**src/rtl/seg7_scan_decoder.sv**
```systemverilog
// Recovers hex nibbles from a multiplexed 7-segment display bus: each digit's
// pattern must be stable for STABLE_CNT valid samples before it is committed.
module seg7_scan_decoder #(
  parameter int NUM_DIGITS     = 4,
  parameter int STABLE_CNT     = 3,
  parameter int SEG_ACTIVE_LOW = 0
) (
  input  logic                    clk,
  input  logic                    rst_n,
  input  logic                    sample_en,
  input  logic [6:0]              seg_in,
  input  logic [NUM_DIGITS-1:0]   dig_sel,
  output logic [4*NUM_DIGITS-1:0] hex_out,
  output logic [NUM_DIGITS-1:0]   digit_err,
  output logic                    commit,
  output logic                    frame_valid
);

  localparam int CW = $clog2(STABLE_CNT + 1);
  localparam int SW = NUM_DIGITS + 7;

  typedef enum logic [1:0] {IDLE, TRACK, LOCK} state_t;

  state_t                  state_q, state_d;
  logic [CW-1:0]           cnt_q, cnt_d;
  logic [SW-1:0]           last_q, last_d;
  logic [NUM_DIGITS-1:0]   seen_q, seen_d;
  logic [NUM_DIGITS-1:0]   err_q, err_d;
  logic [4*NUM_DIGITS-1:0] hex_q, hex_d;
  logic                    commit_q, commit_d;
  logic                    frame_q, frame_d;

  logic [6:0]            seg_v;
  logic [SW-1:0]         samp;
  logic                  onehot;
  logic                  same;
  logic [CW-1:0]         cnt_inc;
  logic                  do_commit;
  logic [4:0]            dec;
  logic [NUM_DIGITS-1:0] seen_nx;

  // Returns {miss, nibble}; patterns outside the table decode as 0 with miss set.
  function automatic logic [4:0] decode(input logic [6:0] p);
    logic [4:0] r;
    case (p)
      7'h7E: r = 5'h00;  7'h30: r = 5'h01;  7'h6D: r = 5'h02;  7'h79: r = 5'h03;
      7'h33: r = 5'h04;  7'h5B: r = 5'h05;  7'h5F: r = 5'h06;  7'h70: r = 5'h07;
      7'h7F: r = 5'h08;  7'h7B: r = 5'h09;  7'h77: r = 5'h0A;  7'h1F: r = 5'h0B;
      7'h4E: r = 5'h0C;  7'h3D: r = 5'h0D;  7'h4F: r = 5'h0E;  7'h47: r = 5'h0F;
      default: r = 5'h10;
    endcase
    return r;
  endfunction

  assign seg_v   = (SEG_ACTIVE_LOW != 0) ? ~seg_in : seg_in;
  assign samp    = {dig_sel, seg_v};
  assign onehot  = ($countones(dig_sel) == 1);
  assign same    = (samp == last_q);
  assign cnt_inc = (cnt_q == {CW{1'b1}}) ? cnt_q : cnt_q + CW'(1);

  always_comb begin
    state_d   = state_q;
    cnt_d     = cnt_q;
    last_d    = last_q;
    do_commit = 1'b0;
    if (sample_en && !onehot) begin
      state_d = IDLE;
      cnt_d   = '0;
    end else if (sample_en) begin
      case (state_q)
        IDLE: begin
          last_d = samp;
          cnt_d  = CW'(1);
          if (STABLE_CNT == 1) begin
            do_commit = 1'b1;
            state_d   = LOCK;
          end else begin
            state_d = TRACK;
          end
        end
        TRACK: begin
          if (same) begin
            cnt_d = cnt_inc;
            if (cnt_inc >= CW'(STABLE_CNT)) begin
              do_commit = 1'b1;
              state_d   = LOCK;
            end
          end else begin
            last_d = samp;
            cnt_d  = CW'(1);
          end
        end
        LOCK: begin
          if (!same) begin
            last_d = samp;
            cnt_d  = CW'(1);
            if (STABLE_CNT == 1) do_commit = 1'b1;
            else                 state_d   = TRACK;
          end
        end
        default: state_d = IDLE;
      endcase
    end
  end

  always_comb begin
    hex_d    = hex_q;
    err_d    = err_q;
    seen_d   = seen_q;
    commit_d = 1'b0;
    frame_d  = 1'b0;
    dec      = decode(seg_v);
    seen_nx  = seen_q | dig_sel;
    if (do_commit) begin
      commit_d = 1'b1;
      for (int i = 0; i < NUM_DIGITS; i++) begin
        if (dig_sel[i]) begin
          hex_d[4*i +: 4] = dec[3:0];
          err_d[i]        = dec[4];
        end
      end
      // Completing the mask ends the frame and starts the next one empty.
      if (&seen_nx) begin
        frame_d = 1'b1;
        seen_d  = '0;
      end else begin
        seen_d = seen_nx;
      end
    end
  end

  always_ff @(posedge clk or negedge rst_n) begin
    if (!rst_n) begin
      state_q  <= IDLE;
      cnt_q    <= '0;
      last_q   <= '0;
      seen_q   <= '0;
      err_q    <= '0;
      hex_q    <= '0;
      commit_q <= 1'b0;
      frame_q  <= 1'b0;
    end else begin
      state_q  <= state_d;
      cnt_q    <= cnt_d;
      last_q   <= last_d;
      seen_q   <= seen_d;
      err_q    <= err_d;
      hex_q    <= hex_d;
      commit_q <= commit_d;
      frame_q  <= frame_d;
    end
  end

  assign hex_out     = hex_q;
  assign digit_err   = err_q;
  assign commit      = commit_q;
  assign frame_valid = frame_q;

endmodule

```
**config.mk**
```make
export PLATFORM = sky130hd
export DESIGN_NAME = seg7_scan_decoder
export DESIGN_NICKNAME = d
export VERILOG_FILES = /design/src/rtl/seg7_scan_decoder.sv
export SDC_FILE = /design/constraint.sdc
export NUM_CORES = 1
export LEC_CHECK = 0
export ABC_CLOCK_PERIOD_IN_PS = 2450
export CELL_PAD_IN_SITES_DETAIL_PLACEMENT = 1
export CELL_PAD_IN_SITES_GLOBAL_PLACEMENT = 1
export CORE_UTILIZATION = 44
export CTS_BUF_LIST = sky130_fd_sc_hd__clkbuf_8
export DETAILED_ROUTE_END_ITERATION = 8
export PLACE_DENSITY_LB_ADDON = 0.15
export SLEW_MARGIN = 0
export SYNTH_ARGS = -nofsm -noshare
export SYNTH_HDL_FRONTEND = slang
export SYNTH_SLANG_ARGS = --single-unit
```
**constraint.sdc**
```tcl
create_clock -name clk -period 2.45 [get_ports clk]
set_clock_uncertainty 0.1 [all_clocks]
set_input_delay 0.245 -clock clk [delete_from_list [all_inputs] [get_ports clk]]
set_output_delay 0.245 -clock clk [all_outputs]
set_load 0.05 [all_outputs]
```
# After elaboration in Yosys (flattened, before gate mapping)
# Index checks and enable logic that the tools add are counted.
totals:
  input_bits: 14
  register_bits: 41
  out_inout_bits: 22
  wordCells: 84
op_classes:
  n_addsub: 4
  reduce_logical: 15
  n_mux: 23
  bitwise: 2
  n_lt_le_gt_ge: 1
  eq_ne: 25
ops:
  columns: ["op", "count"]
  rows:
  - ["$eq 7x7->1 const B", 12]
  - ["$pmux 5 s16", 1]
  - ["$pmux 11 s2", 1]
  - ["$eq 7x6->1 const B", 3]
  - ["$mux 2", 9]
  - ["$pmux 2 s3", 2]
  - ["$reduce_and 4->1", 3]
  - ["$eq 11x11->1", 1]
  - ["$mux 11", 1]
  - ["$ne 3x3->1 const B", 3]
  - ["$mux 1", 8]
  - ["$reduce_and 2->1", 4]
  - ["$eq 7x5->1 const B", 1]
  - ["$add 1x1->2", 2]
  - ["$eq 2x2->1 const B", 2]
  - ["$mux 4", 1]
  - ["$or 4x4->4", 1]
  - ["$reduce_bool 2->1", 2]
  - ["$reduce_bool 4->1", 1]
  - ["$add 2x2->3", 1]
  - ["$eq 3x1->1 const B", 1]
  - ["$reduce_and 3->1", 1]
  - ["$add 2x1->2 const B", 1]
  - ["$eq 2x1->1 const B", 1]
  - ["other kinds (7)", 7]

# Longest topological paths before layout
logic_depth:
  word_depth: 9
  depth_mapped: 11
  ltp_nobuf: 10

# Least setup slack after synthesis
# No wires, ideal clock.
synth_path:
  kind: "input to register"
  startpoint: "input port dig_sel[0]"
  endpoint: "register err_q[0], in the netlist digit_err[0]"
  arrival_time_ps: 2437
  path_slack_ps: -215
  setup_time_ps: 128
  n_path_buf: 0
  path_stages: 10
  t_required_ps: 2222
  path_cell_list: "inv_1 > fa_1 > inv_1 > ha_1 > ha_1 > nor3b_1 > nand4_1 > nor4_4 > nand2_1 > mux2_1"
synth_via:
  elab_chain_cells: 7
synth_rtl:
  columns: ["element", "line", "source"]
  rows:
  - ["start, declared", "12", "input logic [NUM_DIGITS-1:0] dig_sel,"]
  - ["$add 1x1->2 (not written as such)", "57", "assign onehot = ($countones(dig_sel) == 1);"]
  - ["$add 2x2->3 (not written as such)", "57", null]
  - ["$eq 3x1->1", "57", null]
  - ["$logic_not 1->1", "66", "if (sample_en && !onehot) begin"]
  - ["$logic_and 1x1->1", "66", null]
  - ["$mux 1", "66", null]
  - ["$reduce_and 2->1 (no source line) (*)", null, null]
  - ["end signal, assigned", "147", "err_q <= err_d;"]
  - ["end, declared", "28", "logic [NUM_DIGITS-1:0] err_q, err_d;"]
# Every way passes the cells marked *; elsewhere a longest branch is shown, timed or not.
# A chain may end at the register's enable or synchronous reset.

# Final worst setup path
layout_path:
  startpoint: "input port dig_sel[3]"
  endpoint: "register hex_q[0], in the netlist hex_out[0]"
layout_via:
  elab_chain_cells: 7
layout_rtl:
  columns: ["element", "line", "source"]
  rows:
  - ["$add 1x1->2 (not written as such)", "57", null]
  - ["$add 2x2->3 (not written as such)", "57", null]
  - ["$eq 3x1->1", "57", null]
  - ["$logic_not 1->1", "66", null]
  - ["$logic_and 1x1->1", "66", null]
  - ["$mux 1 (*)", "66", null]
  - ["$reduce_and 2->1 (no source line) (*)", null, null]
  - ["end signal, assigned", "139", "hex_q <= '0;"]
  - ["end signal, assigned", "148", "hex_q <= hex_d;"]
  - ["end, declared", "29", "logic [4*NUM_DIGITS-1:0] hex_q, hex_d;"]
# Marked as above.

==> results.txt <==
input/output buffers: 35
total track usage: 0.2765
area occupied by registers: 1026 sq um
CP top delay family: adder cells
footprint of the multi-input gates: 1321 sq um
Yosys cell types: 46
diodes inserted: 0
global-route wire length before repair: 10,970 um
Initial DRC Count: 78
dominant cells by area after synthesis: dfrtp_1, mux2_2, xnor2_1
largest net degree at the start of global routing: 42
hold_ws: -0.01151 ns
total power: 0.001989 W
maxcap violations: 0
Tcrit/Tclk final: 0.9835
synthesis-stage register bit count: 41
WP buf/inv: 4
Seq pwr share: 0.435
initial core utilization: 0.4692
synth warn: 0
# rows: 25
Clk Latency, worst-skew pair: 0.30 ns
Routed Antenna Nets: 0
Psw: 0.0006038 W
TritonCTS buffer count: 5
CTS tree: built
vias: 1,921
maximum VDD drop: 0.2965 mV
Die X: 73.90 um
Clock Power Share: 0.267
CP required: 2.53 ns
DR WL/cell: 20.96 um
combinational power share: 0.298
Syn Inst Count: 207
status: complete, but fails checks
grt total ovfl: 0
clk buf depth: 2
DPL Wire Length: 4868 um
Fillers: 496
fmax: 415.0 MHz
Die Y: 73.90 um
Slew headroom: 0.3741
Worst path slowest cell: fa_1
Critical Path End Type: flip-flop
ys async rst share: 1.000
Cell Int Power: 0.001385 W
vias in the first global route: 2,166
Synth Net Count: 228
mapped cell area: 2275 sq um
startpoint types: input pin
die area: 5461 sq um
sw frac: 0.3036
# setup viols final: 0
dpl cells: 329
post-synthesis sequential area ratio: 0.4510
IO Count: 36
CP Cell Sequence: buf_8 -> inv_4 -> fa_1 -> inv_1 -> ha_2 -> ha_4 -> nor3b_4 -> nand4_1 -> nor4_4 -> buf_6 -> nand2_8 -> mux2_4
Hold Path Class: in2async
# DRC: 0
layout cells sized above 1: 0.3768
fin nets: 297
post-DR vias/cell: 5.601
Worst Path Max Fanout: 5
Non-Filler Instances: 343
pwr/cell area: 612.6 nW/um^2
DRT Pass-1 Iters: 4
RePlAce Congestion: 0.8456
Main synth FF type: dfrtp_1
H-tree depth: 2
EDFF count, synth: 0
Crit Path Class: in2reg
Synth top area share: 0.4510
Synth area leader: dfrtp_1
Arr. time, crit path: 2.49 ns
max incr delay on CP: 0.52 ns
pins over their slew limit: 0
clk root buf: clkbuf_8
RSZ-0062 raised after global routing: true
Synth top cells by count: dfrtp_1, mux2_2, a21oi_1
final hold viol count: 22
Slew @ Worst Pin: 0.9389 ns
Clk pin slew, worst setup/hold paths: 0.08 ns
Avg Synthesized Cell Area: 10.99 sq um
LEAKAGE: 1.464 nW
most frequent cell after synthesis: dfrtp_1
core area: 4848 sq um
clock sink total: 41
failing checks: negative hold slack
Area Growth Syn to Fin: 42.74%
Final min period: 2.409 ns
initial antenna violation count: 0
WL final: 7189 um
-- per-stage QoR --
stage	instance area, sq um	setup WS, ns	util	TNS, ns	hold slack [ns]
after floorplan	2311	-0.05027	-	-0.8117	-0.1506
after global placement	2920	-0.8306	0.6023	-27.47	0.3201
after global routing	3247	-0.09485	0.6697	-1.492	0.06745
after detailed placement	2920	-0.8931	0.6023	-30.23	0.3457
final	3247	0.04051	0.6697	0	-0.01151
after CTS	3152	-0.08527	0.6501	-1.199	0.02132
-- sequential cells by signal, summed over array words and instances, names as in the netlist --
signal       count
last_q          11
state_q          2
commit           1
cnt_q            2
frame_valid      1
seen_q           4
hex_out         16
digit_err        4
-- cells in the final DEF, fill, tap and decap left out, types with 6 or more instances in the layout --
master	netlist	final
o21ai_0	6	6
a21oi_1	16	12
nand2_1	14	9
xnor2_1	12	12
mux2_4	0	9
buf_4	0	32
mux2_2	31	23
clkdlybuf4s50_1	0	31
nor2_1	6	6
inv_1	11	7
dfrtp_1	41	41
-- power groups by stage --
stage | logic, W | registers, W | clock network, W
CTS | 0.000543 | 0.000855 | 0.000531
global route | 0.000633 | 0.000878 | 0.000563
finish | 0.000593 | 0.000865 | 0.000531
detailed placement | 0.000513 | 0.000869 | 0
floorplan | 0.000333 | 0.000844 | 0
global placement | 0.000479 | 0.000853 | 0
-- path summary, 6_finish.rpt --
check,from,end,slack (ns),depth (start not counted)
max reg2reg,state_q[1],hex_out[0],0.32,7
max in group asynchronous,rst_n,hex_out[12],1.67,1
min reg2reg,hex_out[2],hex_out[2],0.41,1
max,dig_sel[3],hex_out[0],0.04,12
min,rst_n,cnt_q[1],-0.01,1
min in group clk,dig_sel[1],last_q[8],0.27,3
-- final cells by class --
type | instances | share of cell area
tap | 67 | 0.02582
clock buffer | 5 | 0.02119
inverter | 11 | 0.01580
clock inverter | 2 | 0.01079
timing repair buffer | 72 | 0.2035
multi-input combinational | 145 | 0.4069
sequential | 41 | 0.3160
-- metal layers --
metal | GRT usage | wire (um) | up-vias
met2 | 0.4949 | 3908 | 38
met1 | 0.3050 | 2885 | 979
li1 | - | - | 886
met4 | 0.1560 | 233 | 0
met5 | 0 | 0 | -
met3 | 0.05350 | 161 | 18
-- repair_timing --
action / CTS / global route
buffers inserted: 7 / 2
endpoints found under the setup margin: 40 / 39
pin swaps: 7 / 7
gates cloned: 1 / 0
hold buffers: 0 / 0
resized for setup: 35 / 29
-- logic make-up (layout without fill, tap and decap cells) --
kind of cell             count (synthesis)  in the layout  share of synthesized area
flip-flops                              41             41                     0.4510
AO/OA/AOI/OAI                           42             42                     0.1205
XOR/XNOR                                13             13                    0.05006
adder cells (fa/ha/maj)                  7              7                    0.04180
multiplexers                            33             33                     0.1628
buffers and inverters                   21             90                    0.03685
AND/OR/NAND/NOR                         50             50                     0.1370
-- worst reg2reg max path, stage by stage (launching register included) --
cell and delay [ns]:
dfrtp_1 0.42, inv_1 0.18, ha_1 0.32, nand4_1 0.17, nor4_4 0.21, buf_6 0.23
nand2_8 0.09, mux2_4 0.30
No activity file was read; power rests on OpenSTA's default activity.
